[config.mk]
export PLATFORM = sky130hd
export DESIGN_NAME = difftest_step_sched
export DESIGN_NICKNAME = d
export VERILOG_FILES = /design/src/rtl/difftest_step_sched.sv
export SDC_FILE = /design/constraint.sdc
export NUM_CORES = 1
export LEC_CHECK = 0
export CAP_MARGIN = 40
export CORE_MARGIN = 5
export CORE_UTILIZATION = 35
export DETAILED_ROUTE_END_ITERATION = 7
export RECOVER_POWER = 50
export SLEW_MARGIN = 10
export SYNTH_ARGS = -nofsm -noshare
export SYNTH_HDL_FRONTEND = slang
export SYNTH_SLANG_ARGS = --single-unit
export TNS_END_PERCENT = 100
[constraint.sdc]
create_clock -name clock -period 6.9 [get_ports clock]
set_clock_uncertainty 0.05 [all_clocks]
set_input_delay 0.69 -clock clock [delete_from_list [all_inputs] [get_ports clock]]
set_output_delay 0.69 -clock clock [all_outputs]
set_load 0.03 [all_outputs]
[src/rtl/difftest_step_sched.sv]
// difftest_step_sched: batches per-cycle difftest commit steps into single-outstanding multi-step check requests
// Ports: clock/reset (async, active-high); step_in steps committed this cycle; max_cycles limit (0 = none);
//        req_valid/req_ready/req_nstep check request handshake; rsp_valid/rsp_fail checker result pulse;
//        init_pulse one-cycle checker init; hold accumulator near full (gate the DUT); n_cycles cycles since reset;
//        fail/exceeded sticky flags; stop = registered fail | exceeded.
// Optional: define DIFFTEST_SCHED_PERF_EN to add perf_reqs, perf_hold and perf_wait counters.
module difftest_step_sched #(
  parameter int STEP_WIDTH   = 8,
  parameter int ACC_WIDTH    = 16,
  parameter int BATCH_THRESH = 32,
  parameter int FLUSH_CYCLES = 64
) (
  input  logic                  clock,
  input  logic                  reset,
  input  logic [STEP_WIDTH-1:0] step_in,
  input  logic [63:0]           max_cycles,
  output logic                  req_valid,
  input  logic                  req_ready,
  output logic [ACC_WIDTH-1:0]  req_nstep,
  input  logic                  rsp_valid,
  input  logic                  rsp_fail,
  output logic                  init_pulse,
  output logic                  hold,
  output logic [63:0]           n_cycles,
`ifdef DIFFTEST_SCHED_PERF_EN
  output logic [63:0]           perf_reqs,
  output logic [63:0]           perf_hold,
  output logic [63:0]           perf_wait,
`endif
  output logic                  fail,
  output logic                  exceeded,
  output logic                  stop
);
  localparam int TW = $clog2(FLUSH_CYCLES) + 1;
  localparam logic [TW-1:0] FLUSH_LAST = TW'(FLUSH_CYCLES - 1);
  localparam logic [ACC_WIDTH:0] THRESH = (ACC_WIDTH + 1)'(BATCH_THRESH);
  // Highest accumulator value that still absorbs one full-scale step without wrapping.
  localparam logic [ACC_WIDTH-1:0] HOLD_LVL = ~ACC_WIDTH'((1 << STEP_WIDTH) - 1);
  typedef enum logic [2:0] {INIT, RUN, ISSUE, WAIT, STOP} state_t;
  state_t                 state_q, state_d;
  logic [ACC_WIDTH-1:0]   acc_q, acc_d, nstep_q, nstep_d;
  logic [TW-1:0]          timer_q, timer_d;
  logic [63:0]            cyc_q, cyc_d;
  logic                   req_valid_q, req_valid_d, init_q, init_d;
  logic                   fail_q, fail_d, exceeded_q, exceeded_d, stop_q, stop_d;
  logic [ACC_WIDTH:0]     sum;
  logic                   trig, hit, live;
  always_comb begin
    cyc_d       = cyc_q + 64'd1;
    // Compare against the incremented count so exceeded rises together with n_cycles == max_cycles.
    hit         = (max_cycles != 64'd0) && (cyc_d >= max_cycles);
    sum         = {1'b0, acc_q} + {{(ACC_WIDTH + 1 - STEP_WIDTH){1'b0}}, step_in};
    trig        = (sum >= THRESH) || ((timer_q == FLUSH_LAST) && (acc_q != '0));
    live        = state_q != STOP;
    acc_d       = live ? sum[ACC_WIDTH-1:0] : acc_q;
    timer_d     = timer_q;
    nstep_d     = nstep_q;
    req_valid_d = req_valid_q;
    state_d     = state_q;
    init_d      = state_q == INIT;
    fail_d      = fail_q;
    exceeded_d  = exceeded_q | hit;
    stop_d      = fail_q | exceeded_q;
    case (state_q)
      INIT: state_d = RUN;
      RUN: begin
        timer_d = ((acc_q != '0) && (step_in == '0)) ? timer_q + TW'(1) : '0;
        if (trig) begin
          nstep_d     = sum[ACC_WIDTH-1:0];
          acc_d       = '0;
          timer_d     = '0;
          req_valid_d = 1'b1;
          state_d     = ISSUE;
        end
      end
      ISSUE: begin
        req_valid_d = ~req_ready;
        state_d     = req_ready ? WAIT : ISSUE;
      end
      WAIT: begin
        fail_d  = fail_q | (rsp_valid & rsp_fail);
        state_d = rsp_valid ? (rsp_fail ? STOP : RUN) : WAIT;
      end
      default: ;
    endcase
    // The cycle limit overrides everything, abandoning any in-flight request.
    if (hit) begin
      state_d     = STOP;
      req_valid_d = 1'b0;
    end
  end
  always_ff @(posedge clock or posedge reset)
    if (reset) begin
      state_q     <= INIT;
      acc_q       <= '0;
      nstep_q     <= '0;
      timer_q     <= '0;
      cyc_q       <= '0;
      req_valid_q <= 1'b0;
      init_q      <= 1'b0;
      fail_q      <= 1'b0;
      exceeded_q  <= 1'b0;
      stop_q      <= 1'b0;
    end else begin
      state_q     <= state_d;
      acc_q       <= acc_d;
      nstep_q     <= nstep_d;
      timer_q     <= timer_d;
      cyc_q       <= cyc_d;
      req_valid_q <= req_valid_d;
      init_q      <= init_d;
      fail_q      <= fail_d;
      exceeded_q  <= exceeded_d;
      stop_q      <= stop_d;
    end
  assign req_valid  = req_valid_q;
  assign req_nstep  = nstep_q;
  assign init_pulse = init_q;
  assign hold       = acc_q >= HOLD_LVL;
  assign n_cycles   = cyc_q;
  assign fail       = fail_q;
  assign exceeded   = exceeded_q;
  assign stop       = stop_q;
`ifdef DIFFTEST_SCHED_PERF_EN
  logic [63:0] perf_reqs_q, perf_reqs_d, perf_hold_q, perf_hold_d, perf_wait_q, perf_wait_d;
  always_comb begin
    perf_reqs_d = perf_reqs_q + {63'd0, (state_q == ISSUE) & req_ready};
    perf_hold_d = perf_hold_q + {63'd0, live & hold};
    perf_wait_d = perf_wait_q + {63'd0, (state_q == ISSUE) | (state_q == WAIT)};
  end
  always_ff @(posedge clock or posedge reset)
    if (reset) begin
      perf_reqs_q <= '0;
      perf_hold_q <= '0;
      perf_wait_q <= '0;
    end else begin
      perf_reqs_q <= perf_reqs_d;
      perf_hold_q <= perf_hold_d;
      perf_wait_q <= perf_wait_d;
    end
  assign perf_reqs = perf_reqs_q;
  assign perf_hold = perf_hold_q;
  assign perf_wait = perf_wait_q;
`endif
endmodule

# Word-level counts from Yosys, hierarchy flattened
# Index checks and enable logic that the tools add are counted.
# word_totals
reg_bits	111
input_bits	77
out_inout_bits	86
wordCells	54
# op_classes
add_sub_neg	3
order_cmp	3
eq_ne	6
muxes	14
bitwise	5
n_reduce_logical	13
# op_table
cell	count
$add 64x1->64 const B	1
$ge 64x64->1	1
$reduce_bool 64->1	1
$mux 16	3
$add 16x8->17	1
$ge 17x6->1 const B	1
$ge 16x16->1 const B	1
$reduce_bool 16->1	1
$mux 7	2
$mux 3	4
$pmux 3 s4	1
$logic_not 8->1	1
$add 7x1->7 const B	1
$eq 7x6->1 const B	1
$eq 3x2->1 const B	2
$ne 3x3->1 const B	2
$reduce_and 2->1	3
$reduce_bool 5->1	1
$eq 3x1->1 const B	1
$logic_and 1x1->1	3
$logic_not 3->1	1
$mux 1	3
$or 1x1->1	3
$reduce_bool 3->1	1
other kinds (4)	4

# Logic depth before layout (Yosys ltp)
# Gate-level depths: netlist (run 1).
# depth
ltp_word	6
mapped_depth	18
depth_no_buf	17

# Least setup slack after synthesis (run 1)
# No wires, ideal clock.
# synth_timing
kind	reg-to-reg
start	register cyc_q[12] (netlist: n_cycles[12])
end	register state_q[0]
setup_ns	0.143
t_arrival_ns	4.107
t_required_ns	6.707
slack_ns	2.600
stages_incl_launch_ff	19
n_path_buf	2
synth_period_minus_slack_ns	4.300
cell_sequence	dfrtp_1 and4_1 nand3_1 nor3_1 and3_1 and3_1 clkbuf_1 clkbuf_1 nand2_1 xnor2_1 ha_1 nand4_1 nor4_1 nand2_1 or4_1 o221ai_1 o21ai_0 a21oi_1 a2111oi_2
# synth_via
elab_chain_len	5
word_cells_on_any_way	7
cone_classes	1 x add/sub; 1 x order compare; 1 x eq/ne; 1 x mux; 3 x reduce/logical
# synth_rtl
item	line	rtl
start, declared	43	logic [63:0] cyc_q, cyc_d;
start signal, assigned	109	cyc_q <= cyc_d;
$add 64x1->64 (*)	49	cyc_d = cyc_q + 64'd1;
named net cyc_d[43]	43	
$ge 64x64->1 (*)	51	hit = (max_cycles != 64'd0) && (cyc_d >= max_cycles);
$logic_and 1x1->1 (*)	51	
$ne 3x3->1 (no source line) or $reduce_bool 5->1 (tied branches)	-	
$reduce_and 2->1 (no source line)	-	
end signal, assigned	105	state_q <= state_d;
end, declared	40	state_t state_q, state_d;
# Mark *: on every way through the listed nets, which the timed path passes. The rest lies on a longest branch.
# A chain may end at the register's enable or synchronous reset.

# Final worst setup path (run 1)
# layout_timing
start	register cyc_q[12] (netlist: n_cycles[12])
end	register exceeded_q (netlist: exceeded)
# layout_via
elab_chain_len	4
# layout_rtl
item	line	rtl
$add 64x1->64	49	
named net cyc_d[41]	43	
$ge 64x64->1	51	
$logic_and 1x1->1	51	
$or 1x1->1	62	exceeded_d = exceeded_q | hit;
named net exceeded_d	45	logic fail_q, fail_d, exceeded_q, exceeded_d, stop_q, stop_d;
end signal, assigned	102	exceeded_q <= 1'b0;
end signal, assigned	113	exceeded_q <= exceeded_d;
end, declared	45	
# The timed path passes the listed nets, and every way through them passes these cells.

==> impl_metrics.yaml, run 1 <==
status:
  status: "finished, violations left"
  violations: "capacitance limit, slew limit"
synth:
  ys_warn_count: 0
  synth_compound_area_share_pct: 9.60
  synth_top_family_by_area: "simple AND/OR/NAND/NOR gates"
  synthSimpleGateAreaFrac_pct: 20.5
  synth_cell_types: 58
  synthesis.instances: 775
  synthesis.area_mm2: 0.00720
  synth_edf_count: 0
  synthXorXnorAreaFrac_pct: 9.85
  ys_seq_area_share_pct: 38.6
  synthArstFlopShare_pct: 100
  ys_ff_latch: 111
  syn_avg_cell_area_um2: 9.30
  synth_fa_ha_area_share_pct: 13.1
  ys.flop_type: "dfrtp_1"
  synth_fp_nets: 927
  muxShareOfSynthArea_pct: 2.78
sta:
  fmax_mhz: 205
  holdWs_ps: 445
  finalWorstSetupSlack_ps: 2010
  worst_pin_slew_ps: 2600
  finalHoldViolCount: 0
  setup_viol: 0
  tns_ps: 0
  maxSlewViolCount: 46
  relSlewSlack_pct: -73.1
  finalCritPeriodShare_pct: 70.8
  rsz0062_at_grt: "false"
  period_needed_ps: 4890
power:
  vdd_ir_drop_max_v: 0.000140
  power_mw: 2.23
  p_leak_nw: 4.31
  power.density_mw_per_mm2: 237
clock_tree:
  clock_tree.root_cell: "clkbuf_16"
  cts_tree: "done"
  htree_levels: 3
  hold_buffers: 0
  cts_resized: 0
  numCtsBuffers: 9
  cts_sinks: 111
  clk_pin_slew_ps: 80
  cts_setup_buffers: 0
  clk_latency_ps: 360
  clk_path_buf_depth: 2
placement:
  hpwl_um: 16700
  place_area_mm2: 0.00911
  place_congestion: 0.919
  post-place-ws_ps: 2000
  port_buffers: 162
  placed_cells: 1192
floorplanning:
  initial_core_util_pct: 35.6
  core_mm2: 0.0202
  dieWidth_um: 153
  fp.dieH_um: 153
  rows: 52
  die_area_mm2: 0.0236
  io_pins: 163
critical_path:
  path_max_fanout: 17
  timing.rr.end: "exceeded$_DFF_PP0_"
  criticalPathCategory: "register to register"
  r2r_start: "n_cycles[12]$_DFF_PP0_"
  required_ps: 7150
  worstSetupEndpointType: "register"
  crit_path_end: "exceeded$_DFF_PP0_"
  crit_start: "n_cycles[12]$_DFF_PP0_"
  r2r_cells: 17
  worstPathArrival_ps: 5130
  rrSetupSlack_ps: 2010
  startpoint_type: "register"
global_route:
  use_met2_pct: 28.2
  gr-total-overflow: 0
  grt_max_degree: 50
  use_met1_pct: 24.7
  grt_usage_pct: 18.0
  grt_pass1_vias: 6359
  grt_pass1_wl_um: 34200
  grt_most_used_layer: "met2"
  antenna_found_initial: 0
  grt_use_met3_pct: 4.33
finish:
  syn_to_final_growth_pct: 30.6
  num-nets-final: 1085
  final_util_pct: 46.5
  layoutNonFillerInstCount: 1208
  fin_area_mm2: 0.00941
  antenna_cells: 0
  final_layout_size_suffix_gt1_share_pct: 4.58
worst_hold_path:
  hold_path_class: "register to register"
drt:
  vias_per_cell: 5.09
  antenna_left: 0
  vias: 6153
  dr.pass1.iters: 5
  drc: 0
  wl_um: 20800
  post_drt_wl_per_cell_um: 17.2
  drt-initial-drc-count: 358
run:
  max-cap-violations: 1
==> critical path: stages, from the launching register on <==
cell      delay (ps)
dfrtp_1          440
and4_1           270
nand3_1          170
nor3_1           270
and3_1           220
and3_1           660
nor2b_1          250
nand2_1           90
xnor2_1          140
ha_1             300
nand4_1          160
nor4_1           440
nand2_1          110
or4_1            450
o221ai_1         160
o21ai_0          100
a21oi_1          380
or2_2            180
==> final cells by class <==
class,instances,area [um2]
Clock buffer,9,225
Clock inverter,7,101
Fill cell,1919,10800
Inverter,76,287
Multi-Input combinational cell,568,4030
Sequential cell,111,2780
Tap cell,270,338
Timing Repair Buffer,167,1650
==> synth_stat cells, drive strengths merged, types with 3 or more instances <==
library cell,number,area [um2]
mux2,11,150
and4,10,87.6
or3,5,36.3
nand2,61,229
ha,74,926
nor3,12,60.1
clkbuf,13,48.8
nor2b,11,68.8
and3,13,81.3
a21oi,47,235
a211oi,5,42.5
mux2i,5,50.1
a31oi,4,25.0
o21ai,18,90.1
nor4,23,144
nand2b,7,43.8
or2,5,31.3
dfrtp,111,2780
and2,3,21.3
nor2,56,210
a41oi,3,26.3
xnor2,63,552
inv,76,285
a21o,9,67.6
nand4,33,206
xor2,18,158
nand3,43,215
buf,7,66.3
==> routing by layer <==
metal  wire [um]  vias up  part of all wire [%]
met3        1170       23                   5.7
met2        9470      153                    46
met4         416        0                   2.0
li1            -     3052                     -
met1        9720     2925                    47
met5           0        -                     0
==> placed cells by master (no fill, tap or decap), drive strengths merged, types with 7 or more instances in the layout <==
cell and instances:
nand2 61, dlygate4sd3 22, ha 74, dfrtp 111
o21ai 18, xnor2 63, nand4 33, and3 13
nor2 56, nor3 12, nor4 23, clkbuf 11
xor2 18, nand2b 7, a21oi 47, nor2b 11
nand3 43, and4 10, inv 78, mux2 11
a21o 9, clkdlybuf4s50 140
==> cells by family (layout without fill, tap and decap cells) <==
kind of cell             Yosys count  count (layout)
multiplexers                      16              16
adder cells (fa/ha/maj)           75              75
flip-flops                       111             111
AO/OA/AOI/OAI                    109             109
buffers and inverters             96             259
AND/OR/NAND/NOR                  287             287
XOR/XNOR                          81              81
==> state kept, by name, summed over array words and instances, names as in the netlist <==
register,cells
n_cycles,64
acc_q,16
req_nstep,16
timer_q,7
state_q,3
exceeded,1
fail,1
init_pulse,1
req_valid,1
stop,1
==> power breakdown <==
group | switching [mW] | total (mW) | leakage, nW | internal, mW
Combinational | 0.444 | 0.795 | 2.70 | 0.350
Sequential | 0.0972 | 0.843 | 1.46 | 0.746
Clock | 0.266 | 0.589 | 0.153 | 0.323
==> worst min-delay path by stage <==
stage	cells after the start	start	endpoint
4_1_cts	1	timer_q[2]$_DFFE_PP0P_	timer_q[2]$_DFFE_PP0P_
6_report	1	timer_q[2]$_DFFE_PP0P_	timer_q[2]$_DFFE_PP0P_
5_1_grt	1	timer_q[2]$_DFFE_PP0P_	timer_q[2]$_DFFE_PP0P_
3_3_place_gp	1	timer_q[2]$_DFFE_PP0P_	timer_q[2]$_DFFE_PP0P_
2_1_floorplan	1	timer_q[5]$_DFFE_PP0P_	timer_q[5]$_DFFE_PP0P_
3_5_place_dp	1	timer_q[2]$_DFFE_PP0P_	timer_q[2]$_DFFE_PP0P_
Note: power is estimated with default switching activity, not from simulation.
==> inputs of run 2 (changes only) <==
clock period = 5 ns   (was 6.9 ns; I/O delays follow)
==> run 2 against run 1 <==
  * Non-clock buffer count rose by 2
  * Clock-buffer cell count rose by 1
  * The flow still finishes with violations (capacitance limit, slew limit)
  * Clock power rose by 23%
  * Register-to-register slack got worse by 1700 ps
  * Final area fell by 0.25%
  * Highest routed layer unchanged
  * Total power rose by 34%
==> impl_metrics.yaml, run 2 (same netlist as run 1, synthesis figures left out) <==
status:
  status: "finished, violations left"
  violations: "capacitance limit, slew limit"
clock_tree:
  clk_path_buf_depth: 2
  cts_sinks: 111
  hold_buffers: 0
  numCtsBuffers: 9
  clock_tree.root_cell: "clkbuf_16"
  clk_latency_ps: 360
  htree_levels: 3
  clk_pin_slew_ps: 80
  cts_tree: "done"
floorplanning:
  die_area_mm2: 0.0236
  io_pins: 163
  core_mm2: 0.0202
  initial_core_util_pct: 35.6
  fp.dieH_um: 153
  dieWidth_um: 153
  rows: 52
global_route:
  antenna_found_initial: 0
  grt_pass1_vias: 6430
  grt_usage_pct: 18.1
  gr-total-overflow: 0
  grt_pass1_wl_um: 34600
  grt_max_degree: 45
drt:
  vias_per_cell: 5.05
  dr.pass1.iters: 6
  drc: 0
  post_drt_wl_per_cell_um: 17.3
  antenna_left: 0
  wl_um: 20900
  vias: 6114
  drt-initial-drc-count: 383
sta:
  tns_ps: 0
  relSlewSlack_pct: -28.6
  setup_viol: 0
  worst_pin_slew_ps: 1920
  finalCritPeriodShare_pct: 92.9
  holdWs_ps: 450
  period_needed_ps: 4640
  maxSlewViolCount: 74
  rsz0062_at_grt: "false"
  fmax_mhz: 215
  finalHoldViolCount: 0
critical_path:
  startpoint_type: "register"
  worstSetupEndpointType: "register"
  path_max_fanout: 12
  required_ps: 5250
  criticalPathCategory: "register to register"
  worstPathArrival_ps: 4890
placement:
  place_congestion: 0.900
  hpwl_um: 16800
  port_buffers: 162
power:
  vdd_ir_drop_max_v: 0.000159
  power.density_mw_per_mm2: 319
  power_mw: 2.99
  p_leak_nw: 4.32
finish:
  layout_common_cells: "137 x clkdlybuf4s50_1, 111 x dfrtp_1, 75 x inv_1, 74 x ha_1, 63 x xnor2_1"
  syn_to_final_growth_pct: 30.3
  final_common_cell: "clkdlybuf4s50_1"
  largest_reg_flops: 64
  final_layout_size_suffix_gt1_share_pct: 4.79
  num-nets-final: 1087
  antenna_cells: 0
run:
  max-cap-violations: 2
worst_hold_path:
  hold_path_class: "register to register"
## run 2: report_power, final
group	internal, mW	total, mW	switching, mW
Clock	0.361	0.726	0.365
Combinational	0.483	1.10	0.618
Sequential	1.03	1.17	0.138
Total	1.87	2.99	1.12
## run 2: worst paths after layout
check                                        from                     end  slack [ps]  cells past startpoint
setup / recovery           n_cycles[12]$_DFF_PP0_      exceeded$_DFF_PP0_         360                     17
hold / removal             timer_q[2]$_DFFE_PP0P_  timer_q[2]$_DFFE_PP0P_         450                      1
setup reg to reg           n_cycles[12]$_DFF_PP0_      exceeded$_DFF_PP0_         360                     17
hold reg to reg            timer_q[2]$_DFFE_PP0P_  timer_q[2]$_DFFE_PP0P_         450                      1
max in group asynchronous                   reset  n_cycles[57]$_DFF_PP0_        1780                      3
min in group asynchronous                   reset      acc_q[3]$_DFF_PP0_        1020                      2
## run 2: cell type report
cell class                 count  area [um2]
fill                        1911       10900
multi-input combinational    568        4030
sequential                   111        2780
timing repair buffer         169        1660
tap                          270         338
inverter                      76         287
clock buffer                  10         239
clock inverter                 6        50.0
## run 2: metal layers
layer  up-vias  routed length, um  global-route usage [%]  share of wire (%)
li1       3058                  -                       -                  -
met3        29                990                    3.28                4.7
met4         0                501                    6.14                2.4
met5         -                  0                       0                  0
met1      2875               9970                    25.4                 48
met2       152               9450                    28.1                 45
## run 2: what timing repair did
item,4_1_cts,5_1_grt
buffers inserted,0,0
resized for setup,0,2
hold endpoints to repair,0,0
endpoints found under the setup margin,0,5
## run 2: worst max-delay path, cell delays in order (launching register included)
cell,delay (ps)
dfrtp_1,450
and4_1,270
nand3_1,190
nor3_1,270
and3_1,220
and3_2,370
nor2b_1,210
nand2_1,80
xnor2_1,150
ha_1,320
nand4_1,150
nor4_1,480
nand2_1,120
or4_1,440
o221ai_1,170
o21ai_0,100
a21oi_1,370
or2_2,180
## run 2: through the flow
stage          utilization [%]  instances  instance area [um2]  setup WS (ps)
2_1_floorplan                -        775                 7200            700
3_3_place_gp              45.0       1193                 9100            438
3_5_place_dp              45.0       1194                 9100            242
4_1_cts                   46.4       1210                 9390            199
5_1_grt                   46.4       1210                 9380          0.763
6_report                  46.4       1210                 9380            356
==> inputs of run 3 (changes only) <==
SLEW_MARGIN = 20   (was 10)
==> run 3 against run 2 <==
  * Total power about the same
  * Die area unchanged
  * Largest cell class unchanged
  * Sequential power is essentially flat
  * Clock-buffer cell count stayed put
  * Clock power is essentially flat
  * The run still ends with capacitance limit, slew limit left
  * Cell count about the same
  * Final area hardly changed
  * Worst setup slack better by 2.3 ps
==> impl_metrics.yaml, run 3 (same netlist as run 1, synthesis figures left out) <==
status:
  status: "finished, violations left"
  violations: "capacitance limit, slew limit"
finish:
  antenna_cells: 0
  syn_to_final_growth_pct: 30.4
  layout_common_cells: "137 x clkdlybuf4s50_1, 111 x dfrtp_1, 75 x inv_1, 74 x ha_1, 63 x xnor2_1"
  final_common_cell: "clkdlybuf4s50_1"
  final_util_pct: 46.4
  num-nets-final: 1088
  fill_cells: 1911
  largest_reg_flops: 64
  final_layout_size_suffix_gt1_share_pct: 4.89
drt:
  antenna_left: 0
  vias_per_cell: 5.07
  dr.pass1.iters: 4
  post_drt_wl_per_cell_um: 17.3
  drc: 0
  drt-initial-drc-count: 474
  wl_um: 20900
  vias: 6137
critical_path:
  r2r_start: "n_cycles[12]$_DFF_PP0_"
  crit_buf_inv: 0
  worstPathCellList: "and4_1, nand3_1, nor3_1, and3_1, and3_2, nor2b_1, nand2_1, xnor2_1, ha_1, nand4_1, nor4_1, nand2_1, or4_1, o221ai_1, o21ai_0, a21oi_1, or2_2"
  r2r_cells: 17
  slowest_delay_ps: 480
  path_common_cell: "nand2_1"
  path_delay_family: "simple AND/OR/NAND/NOR gates"
  criticalPathCategory: "register to register"
  startpoint_type: "register"
  worstSetupEndpointType: "register"
  rrSetupSlack_ps: 360
  path_max_fanout: 12
  worstPathArrival_ps: 4890
  timing.rr.end: "exceeded$_DFF_PP0_"
  cp_slowest_cell: "nor4_1"
  required_ps: 5250
floorplanning:
  die_area_mm2: 0.0236
  rows: 52
  initial_core_util_pct: 35.6
  fp.dieH_um: 153
  dieWidth_um: 153
  core_mm2: 0.0202
  io_pins: 163
global_route:
  antenna_found_initial: 0
  gr-total-overflow: 0
  grt_pass1_vias: 6430
  grt_usage_pct: 18.1
  grt_max_degree: 45
  grt_pass1_wl_um: 34600
sta:
  maxSlewViolCount: 74
  fmax_mhz: 215
  tns_ps: 0
  period_needed_ps: 4640
  rsz0062_at_grt: "false"
  finalCritPeriodShare_pct: 92.8
  worst_pin_slew_ps: 1920
  finalHoldViolCount: 0
  relSlewSlack_pct: -28.4
  setup_viol: 0
clock_tree:
  clk_pin_slew_ps: 80
  numCtsBuffers: 9
  cts_sinks: 111
  clock_tree.root_cell: "clkbuf_16"
  clk_path_buf_depth: 2
  hold_buffers: 0
  cts_tree: "done"
  cts_resized: 0
  cts_setup_buffers: 0
  clk_latency_ps: 360
  htree_levels: 3
placement:
  hpwl_um: 16800
  place_congestion: 0.900
  port_buffers: 162
worst_hold_path:
  holdPathStages: 1
  hold_path_class: "register to register"
  min-delay-start: "timer_q[2]$_DFFE_PP0P_"
  min_to: "timer_q[2]$_DFFE_PP0P_"
power:
  power.density_mw_per_mm2: 319
  vdd_ir_drop_max_v: 0.000160
  p_leak_nw: 4.33
run:
  max-cap-violations: 2
-- run 3: changes by cell type in the layout (fill, tap and decap cells not counted) --
cell	previous run	this run
buf_4	4	5
-- run 3: stage by stage --
step | hold WS [ps] | worst slack, ps | instance area [um2] | power (mW) | std cells
floorplan | 403 | 700 | 7200 | 1.93 | 775
finish | 446 | 358 | 9390 | 3.00 | 1211
detailed placement | 431 | 242 | 9100 | 2.32 | 1194
CTS | 446 | 199 | 9390 | 3.05 | 1210
global placement | 432 | 438 | 9100 | 2.30 | 1193
global route | 466 | 0.763 | 9390 | 3.18 | 1211
-- run 3: area by class of cell --
type                    instances  area (um2)  area share [%]
multi-input cells             568        4030            42.9
repair buffers                170        1670            17.8
flip-flops and latches        111        2780            29.6
inverters                      76         287            3.05
well taps                     270         338            3.60
clock inverters                 6        50.0           0.533
clock buffers                  10         239            2.54
-- run 3: how the worst max path moves through the flow --
| stage | from | to | slack (ps) | cells past startpoint |
|---|---|---|---|---|
| floorplan | n_cycles[12]$_DFF_PP0_ | state_q[0]$_DFFE_PP0P_ | 700 | 18 |
| CTS | n_cycles[12]$_DFF_PP0_ | req_valid$_DFFE_PP0P_ | 200 | 17 |
| global route | n_cycles[12]$_DFF_PP0_ | req_valid$_DFFE_PP0P_ | 0.8 | 17 |
| global placement | n_cycles[12]$_DFF_PP0_ | exceeded$_DFF_PP0_ | 440 | 17 |
| finish | n_cycles[12]$_DFF_PP0_ | exceeded$_DFF_PP0_ | 360 | 17 |
| detailed placement | n_cycles[12]$_DFF_PP0_ | req_valid$_DFFE_PP0P_ | 240 | 17 |
-- run 3: report_power, final --
part	switching [mW]	total (mW)	internal [mW]
logic	0.618	1.10	0.483
clock network	0.366	0.727	0.361
registers	0.137	1.17	1.03
-- run 3: per-layer routing --
| layer | routed length (um) | vias to the layer above | part of all wire, % | GRT usage [%] |
|---|---|---|---|---|
| met5 | 0 | - | 0 | 0 |
| met3 | 919 | 30 | 4.4 | 3.28 |
| met4 | 499 | 0 | 2.4 | 6.14 |
| met1 | 10100 | 2912 | 48 | 25.4 |
| met2 | 9440 | 130 | 45 | 28.1 |
| li1 | - | 3065 | - | - |
